$ cat src/rtl/i2c_seq_pkg.sv
`default_nettype none
// ============================================================================
// Module      : i2c_seq_pkg
// Description : Shared types and MPU-6050 register constants for the I2C
//               transaction sequencer.
// Revision    : 1.0 - initial release
// ============================================================================
package i2c_seq_pkg;

    typedef enum logic [2:0] {
        ST_IDLE       = 3'd0,
        ST_INIT_ISSUE = 3'd1,
        ST_INIT_WAIT  = 3'd2,
        ST_RD_ISSUE   = 3'd3,
        ST_RD_WAIT    = 3'd4,
        ST_POLL_WAIT  = 3'd5,
        ST_FAULT      = 3'd6
    } seq_state_t;

    localparam logic [7:0] PWR_MGMT_1   = 8'h6b;
    localparam logic [7:0] ACCEL_CONFIG = 8'h1c;
    localparam logic [7:0] GYRO_CONFIG  = 8'h1b;
    localparam logic [7:0] ACCEL_XOUT_H = 8'h3b;

    localparam int unsigned TIMEOUT_TICKS = 4096;

endpackage
`default_nettype wire

$ cat src/rtl/i2c_tick_gen.sv
`default_nettype none
// ============================================================================
// Module      : i2c_tick_gen
// Description : Free-running divider; o_tick is high for one clk out of
//               every CLK_DIV clocks (CLK_DIV >= 2).
// Revision    : 1.0 - initial release
// ============================================================================
module i2c_tick_gen #(
    parameter int CLK_DIV = 6
) (
    input  logic clk,
    input  logic rst,
    output logic o_tick
);
    localparam int c_CW = $clog2(CLK_DIV);
    localparam logic [c_CW-1:0] c_LAST = c_CW'(CLK_DIV - 1);

    logic [c_CW-1:0] r_cnt;

    always_ff @(posedge clk or posedge rst) begin
        if (rst) begin
            r_cnt <= '0;
        end else if (r_cnt == c_LAST) begin
            r_cnt <= '0;
        end else begin
            r_cnt <= r_cnt + 1'b1;
        end
    end

    assign o_tick = (r_cnt == c_LAST);

endmodule
`default_nettype wire

$ cat src/rtl/i2c_seq_ctrl.sv
`default_nettype none
// ============================================================================
// Module      : i2c_seq_ctrl
// Description : Init-table writer plus periodic burst reader driving one
//               i2c_driver. Optional WAIT watchdog: I2C_SEQ_TIMEOUT_EN.
// Revision    : 1.0 - initial release
// ============================================================================
module i2c_seq_ctrl
    import i2c_seq_pkg::*;
#(
    parameter int                CLK_DIV    = 6,
    parameter int                N_INIT     = 3,
    // entry 0 sits in the LSB byte, so PWR_MGMT_1 is written first
    parameter logic [N_INIT*8-1:0] INIT_ADDR = {GYRO_CONFIG, ACCEL_CONFIG, PWR_MGMT_1},
    parameter logic [N_INIT*8-1:0] INIT_DATA = {8'h00, 8'h00, 8'h00},
    parameter logic [7:0]        RD_ADDR    = ACCEL_XOUT_H,
    parameter int                RD_LEN     = 6,
    parameter int                POLL_TICKS = 1000,
    parameter int                MAX_RETRY  = 3,
    parameter logic [6:0]        SLAVE_ADDR = 7'h68
) (
    input  logic                  clk,
    input  logic                  rst,
    input  logic                  enable,
    output logic                  drv_tick,
    output logic                  drv_run_req,
    output logic                  drv_r_en,
    output logic [6:0]            drv_slave_addr,
    output logic [7:0]            drv_reg_addr,
    output logic [7:0]            drv_send_data,
    output logic [3:0]            drv_num_data,
    input  logic                  drv_end_flag,
    input  logic                  drv_nack,
    input  logic [63:0]           drv_rx_data,
    output logic [8*RD_LEN-1:0]   rd_data,
    output logic                  rd_valid,
    output logic                  init_done,
    output logic                  fault,
    output logic                  busy
);
    localparam int c_RW = $clog2(MAX_RETRY + 1) + 1;
    localparam int c_PW = $clog2(POLL_TICKS) + 1;
    localparam logic [2:0]      c_LAST_IDX  = 3'(N_INIT - 1);
    localparam logic [c_RW-1:0] c_MAX_RETRY = c_RW'(MAX_RETRY);
    localparam logic [c_PW-1:0] c_POLL_LAST = c_PW'(POLL_TICKS - 1);

    logic w_tick;

    i2c_tick_gen #(.CLK_DIV(CLK_DIV)) u_tick (
        .clk    (clk),
        .rst    (rst),
        .o_tick (w_tick)
    );

    // Init table unpacked to a power-of-two array so a 3-bit index is exact
    logic [7:0] w_init_addr [8];
    logic [7:0] w_init_data [8];

    for (genvar gi = 0; gi < 8; gi++) begin : g_init_tab
        if (gi < N_INIT) begin : g_used
            assign w_init_addr[gi] = INIT_ADDR[gi*8 +: 8];
            assign w_init_data[gi] = INIT_DATA[gi*8 +: 8];
        end else begin : g_pad
            assign w_init_addr[gi] = 8'h00;
            assign w_init_data[gi] = 8'h00;
        end
    end

    if (RD_LEN < 8) begin : g_rx_unused
        logic w_unused;
        assign w_unused = ^drv_rx_data[63:8*RD_LEN];
    end

    seq_state_t          r_state, w_state_nxt;
    logic [2:0]          r_idx, w_idx_nxt;
    logic [c_RW-1:0]     r_retry, w_retry_nxt;
    logic [c_PW-1:0]     r_poll, w_poll_nxt;
    logic                r_run_req, w_run_req_nxt;
    logic                r_r_en, w_r_en_nxt;
    logic [7:0]          r_reg_addr, w_reg_addr_nxt;
    logic [7:0]          r_send_data, w_send_data_nxt;
    logic [3:0]          r_num_data, w_num_data_nxt;
    logic [8*RD_LEN-1:0] r_rd_data, w_rd_data_nxt;
    logic                r_rd_valid, w_rd_valid_nxt;
    logic                r_init_done, w_init_done_nxt;
    logic                r_fault, w_fault_nxt;
    logic                w_end, w_nack, w_in_wait;

    assign w_in_wait = (r_state == ST_INIT_WAIT) || (r_state == ST_RD_WAIT);

`ifdef I2C_SEQ_TIMEOUT_EN
    logic [11:0] r_wdog;
    logic        w_timeout;

    assign w_timeout = (r_wdog == 12'(TIMEOUT_TICKS - 1));
    assign w_end     = drv_end_flag | w_timeout;
    // a real completion on the expiry tick wins over the timeout
    assign w_nack    = drv_end_flag ? drv_nack : 1'b1;

    always_ff @(posedge clk or posedge rst) begin
        if (rst) begin
            r_wdog <= '0;
        end else if (!w_in_wait) begin
            r_wdog <= '0;
        end else if (w_tick) begin
            r_wdog <= w_end ? 12'd0 : r_wdog + 12'd1;
        end
    end
`else
    assign w_end  = drv_end_flag;
    assign w_nack = drv_nack;
`endif

    always_ff @(posedge clk or posedge rst) begin
        if (rst) begin
            r_state     <= ST_IDLE;
            r_idx       <= '0;
            r_retry     <= '0;
            r_poll      <= '0;
            r_run_req   <= 1'b0;
            r_r_en      <= 1'b0;
            r_reg_addr  <= '0;
            r_send_data <= '0;
            r_num_data  <= '0;
            r_rd_data   <= '0;
            r_rd_valid  <= 1'b0;
            r_init_done <= 1'b0;
            r_fault     <= 1'b0;
        end else begin
            r_state     <= w_state_nxt;
            r_idx       <= w_idx_nxt;
            r_retry     <= w_retry_nxt;
            r_poll      <= w_poll_nxt;
            r_run_req   <= w_run_req_nxt;
            r_r_en      <= w_r_en_nxt;
            r_reg_addr  <= w_reg_addr_nxt;
            r_send_data <= w_send_data_nxt;
            r_num_data  <= w_num_data_nxt;
            r_rd_data   <= w_rd_data_nxt;
            r_rd_valid  <= w_rd_valid_nxt;
            r_init_done <= w_init_done_nxt;
            r_fault     <= w_fault_nxt;
        end
    end

    always_comb begin
        w_state_nxt     = r_state;
        w_idx_nxt       = r_idx;
        w_retry_nxt     = r_retry;
        w_poll_nxt      = r_poll;
        w_run_req_nxt   = r_run_req;
        w_r_en_nxt      = r_r_en;
        w_reg_addr_nxt  = r_reg_addr;
        w_send_data_nxt = r_send_data;
        w_num_data_nxt  = r_num_data;
        w_rd_data_nxt   = r_rd_data;
        w_rd_valid_nxt  = 1'b0;
        w_init_done_nxt = r_init_done;
        w_fault_nxt     = r_fault;

        case (r_state)
            ST_IDLE: begin
                if (enable) begin
                    w_state_nxt = r_init_done ? ST_RD_ISSUE : ST_INIT_ISSUE;
                end
            end
            ST_INIT_ISSUE: begin
                if (w_tick) begin
                    w_r_en_nxt      = 1'b0;
                    w_reg_addr_nxt  = w_init_addr[r_idx];
                    w_send_data_nxt = w_init_data[r_idx];
                    w_num_data_nxt  = 4'd1;
                    w_run_req_nxt   = 1'b1;
                    w_state_nxt     = ST_INIT_WAIT;
                end
            end
            ST_RD_ISSUE: begin
                if (w_tick) begin
                    w_r_en_nxt     = 1'b1;
                    w_reg_addr_nxt = RD_ADDR;
                    w_num_data_nxt = 4'(RD_LEN);
                    w_run_req_nxt  = 1'b1;
                    w_state_nxt    = ST_RD_WAIT;
                end
            end
            ST_INIT_WAIT, ST_RD_WAIT: begin
                if (w_tick && w_end) begin
                    w_run_req_nxt = 1'b0;
                    if (w_nack) begin
                        if (r_retry == c_MAX_RETRY) begin
                            w_fault_nxt = 1'b1;
                            w_state_nxt = ST_FAULT;
                        end else begin
                            w_retry_nxt = r_retry + 1'b1;
                            if (!enable) begin
                                w_state_nxt = ST_IDLE;
                            end else begin
                                w_state_nxt = (r_state == ST_RD_WAIT) ? ST_RD_ISSUE
                                                                      : ST_INIT_ISSUE;
                            end
                        end
                    end else begin
                        w_retry_nxt = '0;
                        w_poll_nxt  = '0;
                        if (r_state == ST_RD_WAIT) begin
                            w_rd_data_nxt  = drv_rx_data[8*RD_LEN-1:0];
                            w_rd_valid_nxt = 1'b1;
                            w_state_nxt    = enable ? ST_POLL_WAIT : ST_IDLE;
                        end else if (r_idx == c_LAST_IDX) begin
                            w_init_done_nxt = 1'b1;
                            w_idx_nxt       = '0;
                            w_state_nxt     = enable ? ST_POLL_WAIT : ST_IDLE;
                        end else begin
                            w_idx_nxt   = r_idx + 3'd1;
                            w_state_nxt = enable ? ST_INIT_ISSUE : ST_IDLE;
                        end
                    end
                end
            end
            ST_POLL_WAIT: begin
                if (!enable) begin
                    w_state_nxt = ST_IDLE;
                end else if (w_tick) begin
                    if (r_poll == c_POLL_LAST) begin
                        w_state_nxt = ST_RD_ISSUE;
                    end else begin
                        w_poll_nxt = r_poll + 1'b1;
                    end
                end
            end
            ST_FAULT: begin
                w_run_req_nxt = 1'b0;
            end
            default: begin
                w_state_nxt = ST_IDLE;
            end
        endcase
    end

    assign drv_tick       = w_tick;
    assign drv_run_req    = r_run_req;
    assign drv_r_en       = r_r_en;
    assign drv_slave_addr = SLAVE_ADDR;
    assign drv_reg_addr   = r_reg_addr;
    assign drv_send_data  = r_send_data;
    assign drv_num_data   = r_num_data;
    assign rd_data        = r_rd_data;
    assign rd_valid       = r_rd_valid;
    assign init_done      = r_init_done;
    assign fault          = r_fault;
    assign busy           = (r_state != ST_IDLE) && (r_state != ST_POLL_WAIT);

endmodule
`default_nettype wire

$ cat config.mk
export PLATFORM = sky130hd
export DESIGN_NAME = i2c_seq_ctrl
export DESIGN_NICKNAME = d
export VERILOG_FILES = /design/src/rtl/i2c_seq_pkg.sv /design/src/rtl/i2c_tick_gen.sv /design/src/rtl/i2c_seq_ctrl.sv
export SDC_FILE = /design/constraint.sdc
export NUM_CORES = 1
export LEC_CHECK = 0
export ABC_CLOCK_PERIOD_IN_PS = 3000
export BUFFER_PORTS_ARGS = -buffer_cell sky130_fd_sc_hd__buf_2
export CAP_MARGIN = 30
export CORE_MARGIN = 10
export CORE_UTILIZATION = 44
export CTS_CLUSTER_SIZE = 14
export DETAILED_ROUTE_END_ITERATION = 7
export GPL_TIMING_DRIVEN = 0
export PLACE_DENSITY = 0.87
export SYNTH_ARGS = -nofsm -noshare
export SYNTH_HDL_FRONTEND = slang
export SYNTH_SLANG_ARGS = --single-unit
export TNS_END_PERCENT = 50
$ cat constraint.sdc
create_clock -name clk -period 3 [get_ports clk]
set_clock_uncertainty 0.15 [all_clocks]
set_input_delay 0.9 -clock clk [delete_from_list [all_inputs] [get_ports clk]]
set_output_delay 0.9 -clock clk [all_outputs]
set_load 0.005 [all_outputs]
==> out/metrics.csv, run 1 <==
stage,metric,value,unit
synth,number of flops mapped to enable cells by yosys,0,
grt,global-route wire length before repair,14700,um
synth,post-synthesis sequential area ratio,0.532,
die,core area,8680,um^2
timing,period utilization,0.865,
timing,Setup TNS Final,0,ns
synth,complex-gate fraction of the synthesized area,0.0688,
layout,nets@finish,552,
worst_setup_path,reg-to-reg critical path startpoint,u_tick.r_cnt[1],
worst_setup_path,CP required,1.95,ns
job,total of max-cap violations,0,
timing,unrepaired setup endpoints after global routing,false,
worst_hold_path,hold_sp,drv_reg_addr[2],
worst_setup_path,WS Path Type,reg -> out,
routing,DRT antenna net count,0,
layout,filler instances,745,
die,Die ar.,13000,um^2
placed_design,DP Cell Count,572,
synth,synth unique cells,52,
routing,Vias/cell,4.97,
clock_tree,H-tree lvl count,3,
routing,Iteration-0 DRC Markers,257,
synth,adder-cell area share of the yosys netlist,0.0256,
worst_hold_path,Hold Path Class,reg -> reg,
clock_tree,clock sink count,83,
synth,area share of and/or/nand/nor cells after synthesis,0.134,
outcome,status,"complete, no violations",
layout,area of the multi-input gates,1620,um^2
synth,ys flop type,dfrtp_1,
worst_setup_path,Worst EP arrival,1.55,ns
clock_tree,CTS tree,yes,
clock_tree,root buffer cell,clkbuf_8,
pwr,Leakage Power,2.64,nW
clock_tree,"Hold-fix buffers, CTS",0,
pwr,P per Cell Area,713,nW/um^2
synth,main combinational cell family by area after synthesis,multiplexers,
die,initial cell density of the core,0.450,
layout,Reg area,2080,um^2
timing,Slew headroom,0.456,
synth,Yosys reg bits,83,
grt,initial antenna violation count,0,
clock_tree,clock insertion delay at the later pin of the skew report,0.35,ns
clock_tree,Post-CTS Repair Setup Buffers,0,
worst_setup_path,worst-path fanout max,10,
placed_design,IO Port Bufs,115,
synth,Cells after Synth,332,
grt,gr ovfl total,0,
layout,n_diodes,0,
clock_tree,cts repair resizes,0,
clock_tree,clock-pin slew on the worst setup and hold paths,0.08,ns
layout,Final Non-Filler Cells,588,
grt,largest net degree at the start of global routing,33,
worst_setup_path,Critical Path Start Type,flop,
placed_design,GPL Wtd Cong,0.830,
synth,Syn Area/Cell,11.8,um^2
routing,DRC,0,
timing,Final Hold Fails,0,
timing,slew of the pin with the lowest slew margin,0.814,ns
timing,fin crit period,2.60,ns
worst_setup_path,CP startpoint,r_state[1],
grt,gr usage total,0.136,
layout,share of cells above drive strength 1,0.456,
synth,xor/xnor share of the synthesized area,0.0112,
grt,vias in the first global route,2973,
routing,vias post-DR,2922,
routing,drt first pass iters,5,
die,Die Wd,114,um
timing,Achievable Freq,385,MHz
timing,"Slew Viols, Final",0,
synth,mux cell area share after synthesis,0.157,
layout,Util after Layout,0.568,
clock_tree,CTS Buf Count,9,
worst_setup_path,crit path capture type,output port,
die,num rows,34,
synth,Synth warnings,0,
pwr,peak supply drop,0.243,mV
synth,Post-Syn Area,3910,um^2
routing,Post-Route WL,9080,um
synth,asr flop ratio synth,1.00,
layout,Layout area overhead,26.1,%
die,IO Count,151,
clock_tree,maximum root-to-sink buffer count,2,
placed_design,Detail Placement HPWL,7330,um
timing,final setup vio count,0,
routing,post-DR wirelength/cell,15.4,um
die,Die Y,114,um
==> cells in the mapped netlist, types with 3 or more instances <==
cell type   n  area [um^2]
mux2_2     48          541
xnor2_1     4         35.0
inv_1      12         45.0
nor2_1     18         67.6
buf_4      22          165
mux2_1      3         33.8
nor3_1      4         20.0
nand3b_1    3         22.5
nor2b_1     3         18.8
a21oi_1     6         30.0
o31ai_1     4         30.0
nand2_1    25         93.8
or3_1       3         18.8
mux2i_1     4         40.0
ha_1        8          100
nand4b_1    3         26.3
clkbuf_1    5         18.8
o21ai_0    11         55.1
buf_2       6         30.0
nand3_1    11         55.1
dfrtp_1    83         2080
or4_1       3         22.5
nor4_1      4         25.0
==> per-stage QoR <==
step	instance area, um^2	worst slack, ns	hold slack (ns)	power [mW]
CTS	4930	0.431	0.330	3.55
floorplan	3970	0.576	0.313	2.24
global placement	4680	0.121	0.300	2.65
global route	4930	0.274	0.361	3.76
finish	4930	0.404	0.326	3.51
detailed placement	4720	0.105	0.306	2.72
==> worst max-delay path, cell delays in order, from the launching register on <==
cell and delay, ns:
dfrtp_1 0.36, buf_6 0.14, clkbuf_1 0.34, o21bai_1 0.20, buf_2 0.15
==> cell type report <==
type / count / share of cell area
Buffer: 34 / 0.0457
Clock buffer: 10 / 0.0279
Clock inverter: 6 / 0.0145
Inverter: 12 / 0.00990
Multi-Input combinational cell: 218 / 0.328
Sequential cell: 83 / 0.422
Tap cell: 108 / 0.0274
Timing Repair Buffer: 117 / 0.125
==> path summary, 6_finish.rpt <==
kind	slack (ns)	cells after the start	to
min in group asynchronous	0.43	2	rd_data[3]
hold reg to reg	0.33	2	drv_reg_addr[2]
hold / removal	0.33	2	drv_reg_addr[2]
setup reg to reg	0.62	5	rd_data[4]
setup / recovery	0.40	4	busy
max in group asynchronous	1.74	3	rd_data[25]
==> layer usage <==
layer	vias to the layer above	wire length [um]	GRT usage
met5	-	0	0
met4	0	109	0.0401
met1	1382	3650	0.153
li1	1422	-	-
met3	10	843	0.0608
met2	108	4480	0.228
==> flip-flops by register name, summed over array words and instances, names as in the netlist <==
name / flops
r_state: 3
init_done: 1
drv_num_data: 2
r_poll: 11
r_retry: 3
r_idx: 3
rd_data: 48
u_tick.r_cnt: 3
drv_run_req: 1
rd_valid: 1
drv_reg_addr: 6
fault: 1
==> power by group <==
part	internal [mW]	switching, mW
Clock	0.414	0.417
Combinational	0.580	0.548
Sequential	1.39	0.163
Total	2.39	1.13
==> logic make-up (layout without fill, tap and decap cells) <==
logic type,Yosys count,count (layout)
and+or+nand+nor,93,93
DFF,83,83
muxes,55,55
buffers and inverters,46,179
AOI/OAI and AO/OA,40,40
adders and majority gates,8,8
xor gates and xnor gates,5,5
other,2,17
==> layout by cell type (no fill, tap or decap), types with 3 or more instances in the layout <==
cell,instances
mux2_1,3
or4_1,3
nand3b_1,3
mux2_2,48
nor4_1,4
mux2i_1,4
inv_1,11
conb_1,17
nand2_1,25
clkbuf_1,5
ha_1,8
o31ai_1,4
nor2_1,18
clkbuf_8,10
o21ai_0,11
nor2b_1,3
clkinvlp_4,3
dfrtp_1,83
buf_4,22
nand4b_1,3
nor3_1,4
or3_1,3
xnor2_1,4
buf_2,121
nand3_1,11
a21oi_1,6
Power figures use the tool's default switching activity.
==> run 2, diff against run 1 <==
Settings changed: BUFFER_PORTS_ARGS -buffer_cell sky130_fd_sc_hd__buf_2 to not set, CORE_UTILIZATION 44 to 57, DONT_BUFFER_PORTS set to 1, PLACE_DENSITY 0.87 to 0.86, SLEW_MARGIN set to 20.
==> run 2 against run 1 <==
Compared with the run above:
- global-route usage rose by 1.9 points
- combinational power is 31% lower
- worst setup slack improved by 0.16 ns
- clock power grew 7.2%
- core utilization increased by 7.7 points
==> out/metrics.csv, run 2 (synthesized netlist as in run 1, its figures left out) <==
stage,metric,value,unit,change
outcome,status,"complete, no violations",,unchanged
timing,Setup TNS Final,0,ns,unchanged
clock_tree,"Hold-fix buffers, CTS",0,,unchanged
worst_setup_path,CP required,1.95,ns,about the same
pwr,P_sw,1.04,mW,was 1.13 mW
timing,final setup vio count,0,,unchanged
worst_setup_path,crit path capture type,output port,,unchanged
worst_setup_path,Critical Path Start Type,flop,,unchanged
pwr,sequential share of power,0.495,,was 0.443
placed_design,Detail Placement HPWL,6570,um,was 7330 um
pwr,Comb pwr share,0.237,,was 0.321
pwr,P per Cell Area,766,nW/um^2,was 713 nW/um^2
layout,share of cells above drive strength 1,0.285,,was 0.456
clock_tree,CTS Buf Count,9,,unchanged
worst_setup_path,Worst EP arrival,1.39,ns,was 1.55 ns
routing,Vias/cell,5.66,,was 4.97
timing,"Slew Viols, Final",0,,unchanged
worst_setup_path,CP max stage cell,dfrtp_1,,unchanged
clock_tree,clock insertion delay at the later pin of the skew report,0.35,ns,about the same
clock_tree,clock sink count,83,,unchanged
layout,Largest register FFs,48,,unchanged
die,IO Count,151,,unchanged
job,total of max-cap violations,0,,unchanged
pwr,Pwr Total,3.32,mW,was 3.51 mW
pwr,Clk pwr share,0.268,,was 0.237
pwr,peak supply drop,0.362,mV,was 0.243 mV
timing,fin crit period,2.44,ns,was 2.60 ns
clock_tree,cts repair resizes,0,,unchanged
routing,Post-Route WL,8310,um,was 9080 um
grt,gr ovfl total,0,,unchanged
routing,Iteration-0 DRC Markers,85,,was 257
layout,Reg area,2080,um^2,unchanged
pwr,Leakage Power,2.12,nW,was 2.64 nW
worst_setup_path,R2R depth,5,,unchanged
layout,"most common cell after layout, fill and taps aside",dfrtp_1,,was buf_2
clock_tree,Post-CTS Repair Setup Buffers,0,,unchanged
grt,global-route wire length before repair,12900,um,was 14700 um
routing,post-DR wirelength/cell,18.7,um,was 15.4 um
die,num rows,30,,was 34
clock_tree,clock-pin slew on the worst setup and hold paths,0.09,ns,was 0.08 ns
worst_setup_path,worst-path fanout max,10,,unchanged
pwr,cell internal pwr,2.28,mW,was 2.39 mW
die,core area,6720,um^2,was 8680 um^2
die,Die ar.,10600,um^2,was 13000 um^2
placed_design,GPL Wtd Cong,0.810,,was 0.830
die,Die Wd,103,um,was 114 um
pwr,Sw Ratio,0.313,,was 0.321
layout,nets@finish,437,,was 552
routing,DRC,0,,unchanged
die,initial cell density of the core,0.582,,was 0.450
clock_tree,H-tree lvl count,3,,unchanged
layout,Util after Layout,0.645,,was 0.568
layout,n_diodes,0,,unchanged
timing,Setup WS post-layout,0.565,ns,was 0.404 ns
clock_tree,CTS tree,yes,,unchanged
grt,gr usage total,0.155,,was 0.136
routing,DRT antenna net count,0,,unchanged
worst_setup_path,CP Depth,3,,was 4
layout,area of the multi-input gates,1620,um^2,unchanged
grt,vias in the first global route,2459,,was 2973
worst_setup_path,cells along the critical path,buf_6 -> clkbuf_1 -> o21bai_1,,was buf_6 -> clkbuf_1 -> o21bai_1 -> buf_2
timing,slew of the pin with the lowest slew margin,0.742,ns,was 0.814 ns
clock_tree,root buffer cell,clkbuf_8,,unchanged
worst_setup_path,biggest cell delay along the critical path,0.35,ns,was 0.36 ns
worst_setup_path,Buffers & Inverters on Critical Path,2,,was 3
clock_tree,maximum root-to-sink buffer count,2,,unchanged
timing,Achievable Freq,411,MHz,was 385 MHz
worst_setup_path,Crit path max-delay family,buffers and inverters,,unchanged
grt,largest net degree at the start of global routing,35,,was 33
layout,filler instances,511,,was 745
routing,vias post-DR,2519,,was 2922
layout,Layout area overhead,10.9,%,was 26.1%
worst_hold_path,Hold Path Class,in -> async,,was reg -> reg
timing,unrepaired setup endpoints after global routing,false,,unchanged
timing,Final Hold Fails,0,,unchanged
layout,"commonest non-fill, non-tap cells in the layout","dfrtp_1, mux2_2, nand2_1, buf_4, nor2_1",,"was buf_2, dfrtp_1, mux2_2, nand2_1, buf_4"
timing,Slew headroom,0.504,,was 0.456
die,Die Y,103,um,was 114 um
placed_design,IO Port Bufs,0,,was 115
worst_setup_path,WS Path Type,reg -> out,,unchanged
grt,initial antenna violation count,0,,unchanged
routing,drt first pass iters,4,,was 5
placed_design,pre-CTS setup slack,0.185,ns,was 0.105 ns
timing,period utilization,0.812,,was 0.865
-- run 2: changes by cell type in the layout (fill, tap and decap cells not counted), sizes merged --
cell    change
clkinv      +1
bufinv      +1
inv         -2
buf       -115
-- run 2: path summary, 6_finish.rpt --
check,start,endpoint,slack (ns)
worst max-delay path,r_state[1],busy,0.56
worst min-delay path,rst,rd_data[19],0.31
worst max register to register,u_tick.r_cnt[1],rd_data[3],0.69
worst min register to register,r_poll[0],r_poll[0],0.37
max in group asynchronous,rst,r_poll[9],1.84
min in group clk,r_poll[0],r_poll[0],0.37
-- run 2: power by group through the flow --
stage          logic, mW  registers, mW  clock network [mW]
3_5_place_dp       0.781           1.68                   0
6_report           0.785           1.64               0.891
3_3_place_gp       0.749           1.66                   0
4_1_cts            0.786           1.66               0.911
2_1_floorplan      0.654           1.59                   0
5_1_grt            0.898           1.69               0.960
-- run 2: layout make-up --
| type | count | area share |
|---|---|---|
| sequential | 83 | 0.479 |
| clock inverter | 6 | 0.0205 |
| multi-input combinational | 218 | 0.373 |
| timing repair buffer | 2 | 0.00924 |
| tap | 80 | 0.0231 |
| buffer | 34 | 0.0520 |
| inverter | 12 | 0.0113 |
| clock buffer | 10 | 0.0318 |
-- run 2: through the flow --
stage	std cells	hold slack, ns	area (um^2)
finish	445	0.310	4330
global route	445	0.341	4330
CTS	445	0.314	4330
detailed placement	429	0.354	4110
global placement	427	0.339	4070
floorplan	347	0.313	3970
-- run 2: routing by layer --
layer	GRT usage	vias up	wire length (um)
met3	0.0583	11	1020
met4	0.0599	0	108
met5	0	-	0
met1	0.179	1193	3200
li1	-	1198	-
met2	0.256	117	3980
-- run 2: worst register-to-register path: cells and delay by family, from the launching register on --
kind / cells / cell delay, ns
buf+inv: 2 / 0.49
flops: 1 / 0.43
mux: 1 / 0.35
simple gates: 2 / 0.79
==> run 3, diff against run 2 <==
Settings changed: ABC_CLOCK_PERIOD_IN_PS 3000 to 2500, CORE_UTILIZATION 57 to 63, PLACE_DENSITY 0.86 to 0.9.
Clock period 3 ns to 2.5 ns, I/O delays scaled along.
==> run 3 against run 2 <==
Compared with the run above:
- flip-flop and latch count stayed put
- hold slack worse by 0.15 ns
- first-iteration DRC count grew 48%
- via count is 1.3% higher
- power up 21%
- clock power rose by 19%
- critical path type is now reg -> reg
- critical endpoint is now rd_data[6]
- largest power group unchanged
- highest routed layer unchanged
==> out/metrics.csv, run 3 (synthesized netlist as in run 1, its figures left out) <==
stage,metric,value,unit,change
die,Die ar.,9750,um^2,was 10600 um^2
worst_setup_path,CP max stage cell,nor4_2,,was dfrtp_1
worst_setup_path,Worst EP arrival,2.40,ns,was 1.39 ns
timing,final setup vio count,0,,unchanged
worst_setup_path,cells along the critical path,nand4b_1 -> nor4_2 -> buf_4 -> buf_4 -> mux2_2,,was buf_6 -> clkbuf_1 -> o21bai_1
timing,Slew headroom,0.464,,was 0.504
pwr,peak supply drop,0.617,mV,was 0.362 mV
worst_setup_path,biggest cell delay along the critical path,0.49,ns,was 0.35 ns
clock_tree,cts repair resizes,0,,unchanged
pwr,Comb pwr share,0.240,,was 0.237
timing,"Slew Viols, Final",0,,unchanged
clock_tree,clock-pin slew on the worst setup and hold paths,0.08,ns,was 0.09 ns
placed_design,IO Port Bufs,0,,unchanged
die,core area,5960,um^2,was 6720 um^2
layout,Reg area,2080,um^2,unchanged
layout,"most common cell after layout, fill and taps aside",dfrtp_1,,unchanged
grt,vias in the first global route,2607,,was 2459
routing,drt first pass iters,4,,unchanged
worst_setup_path,CP dominant cell by count,buf_4,,
routing,Iteration-0 DRC Markers,126,,was 85
worst_setup_path,crit path capture type,flop,,was output port
layout,n_diodes,0,,unchanged
pwr,Leakage Power,2.12,nW,about the same
grt,met3 GRT Util,0.0803,,was 0.0583
routing,DRC,0,,unchanged
routing,vias post-DR,2552,,was 2519
worst_setup_path,CP required,2.58,ns,was 1.95 ns
die,num rows,28,,was 30
timing,Achievable Freq,432,MHz,
timing,unrepaired setup endpoints after global routing,false,,unchanged
pwr,Sw Ratio,0.322,,was 0.313
pwr,Clk pwr share,0.265,,was 0.268
layout,"commonest non-fill, non-tap cells in the layout","dfrtp_1, mux2_2, nand2_1, buf_4, nor2_1",,unchanged
clock_tree,Post-CTS Repair Setup Buffers,0,,unchanged
grt,gr usage total,0.179,,was 0.155
clock_tree,clock insertion delay at the later pin of the skew report,0.35,ns,about the same
die,IO Count,151,,unchanged
grt,GR peak layer,met2,,unchanged
layout,Util after Layout,0.726,,was 0.645
grt,gr ovfl total,0,,unchanged
grt,initial antenna violation count,0,,unchanged
layout,area of the multi-input gates,1620,um^2,unchanged
timing,period utilization,0.927,,
pwr,P_sw,1.29,mW,was 1.04 mW
routing,Vias/cell,5.80,,was 5.66
pwr,P per Cell Area,926,nW/um^2,was 766 nW/um^2
clock_tree,CTS tree,yes,,unchanged
clock_tree,maximum root-to-sink buffer count,2,,unchanged
grt,met1 usage,0.200,,was 0.179
worst_setup_path,WS Path Type,reg -> reg,,was reg -> out
timing,Final Hold Fails,0,,unchanged
routing,Post-Route WL,8740,um,was 8310 um
layout,Layout area overhead,10.7,%,was 10.9%
grt,GR met2 Demand/Resource,0.304,,was 0.256
clock_tree,root buffer cell,clkbuf_8,,unchanged
timing,hold slack,0.160,ns,was 0.310 ns
die,Die Wd,98.8,um,was 103 um
placed_design,GPL Wtd Cong,0.886,,was 0.810
timing,Setup WS post-layout,0.183,ns,was 0.565 ns
timing,fin crit period,2.32,ns,
placed_design,pre-CTS setup slack,-0.122,ns,was 0.185 ns
pwr,cell internal pwr,2.71,mW,was 2.28 mW
layout,nets@finish,437,,unchanged
clock_tree,CTS Buf Count,9,,unchanged
grt,largest net degree at the start of global routing,33,,was 35
clock_tree,"Hold-fix buffers, CTS",0,,unchanged
job,total of max-cap violations,0,,unchanged
layout,Largest register FFs,48,,unchanged
clock_tree,clock sink count,83,,unchanged
grt,global-route wire length before repair,14200,um,was 12900 um
clock_tree,H-tree lvl count,3,,unchanged
layout,share of cells above drive strength 1,0.285,,unchanged
placed_design,Detail Placement HPWL,6810,um,was 6570 um
layout,filler instances,384,,was 511
pwr,sequential share of power,0.496,,was 0.495
routing,DRT antenna net count,0,,unchanged
outcome,status,"complete, no violations",,unchanged
worst_hold_path,Hold Path Class,in -> async,,unchanged
worst_setup_path,worst-path fanout max,10,,unchanged
die,initial cell density of the core,0.656,,was 0.582
routing,post-DR wirelength/cell,19.9,um,was 18.7 um
worst_setup_path,Critical Path Start Type,flop,,unchanged
die,Die Y,98.8,um,was 103 um
timing,slew of the pin with the lowest slew margin,0.802,ns,was 0.742 ns
-- run 3: changes by cell type in the layout (fill, tap and decap cells not counted) --
cell	change
clkinv_4	-1
inv_6	+2
clkbuf_8	-1
clkinvlp_4	+1
clkinv_2	-1
-- run 3: worst max-delay path: cells and delay by family, from the launching register on --
kind	cells	cell delay (ns)
DFF	1	0.43
and+or+nand+nor	2	0.79
buffers and inverters	2	0.48
muxes	1	0.35
-- run 3: routing by layer --
metal,routed length [um],vias to the layer above
li1,-,1190
met1,3340,1246
met2,4420,104
met3,833,12
met4,139,0
met5,0,-
-- run 3: area by class of cell --
cell class              instances  area share
repair buffers                  2     0.00926
plain buffers                  34      0.0521
clock buffers                   9      0.0286
well taps                      75      0.0217
clock inverters                 7      0.0231
multi-input cells             218       0.374
flip-flops and latches         83       0.480
inverters                      12      0.0113
-- run 3: worst paths after layout --
| kind | startpoint | endpoint | slack [ns] | depth (start not counted) |
|---|---|---|---|---|
| setup / recovery | u_tick.r_cnt[1] | rd_data[6] | 0.18 | 5 |
| hold / removal | rst | drv_num_data[0] | 0.16 | 1 |
| setup reg to reg | u_tick.r_cnt[1] | rd_data[6] | 0.18 | 5 |
| hold reg to reg | drv_reg_addr[6] | drv_reg_addr[6] | 0.37 | 2 |
| max in group asynchronous | rst | r_poll[9] | 1.31 | 3 |
| min in group clk | drv_reg_addr[6] | drv_reg_addr[6] | 0.37 | 2 |
-- run 3: metrics by stage --
| stage | power, mW | area [um^2] | TNS, ns | instances |
|---|---|---|---|---|
| floorplan | 2.69 | 3970 | 0 | 347 |
| global placement | 2.89 | 4060 | -0.969 | 422 |
| detailed placement | 2.97 | 4100 | -1.01 | 424 |
| CTS | 4.04 | 4330 | 0 | 440 |
| global route | 4.26 | 4330 | 0 | 440 |
| finish | 4.01 | 4330 | 0 | 440 |
-- run 3: power by group through the flow --
stage / registers (mW) / clock network [mW] / logic [mW]
4_1_cts: 2.00 / 1.08 / 0.961
3_3_place_gp: 2.00 / 0 / 0.896
3_5_place_dp: 2.02 / 0 / 0.949
6_report: 1.99 / 1.06 / 0.960
2_1_floorplan: 1.90 / 0 / 0.785
5_1_grt: 2.03 / 1.14 / 1.08
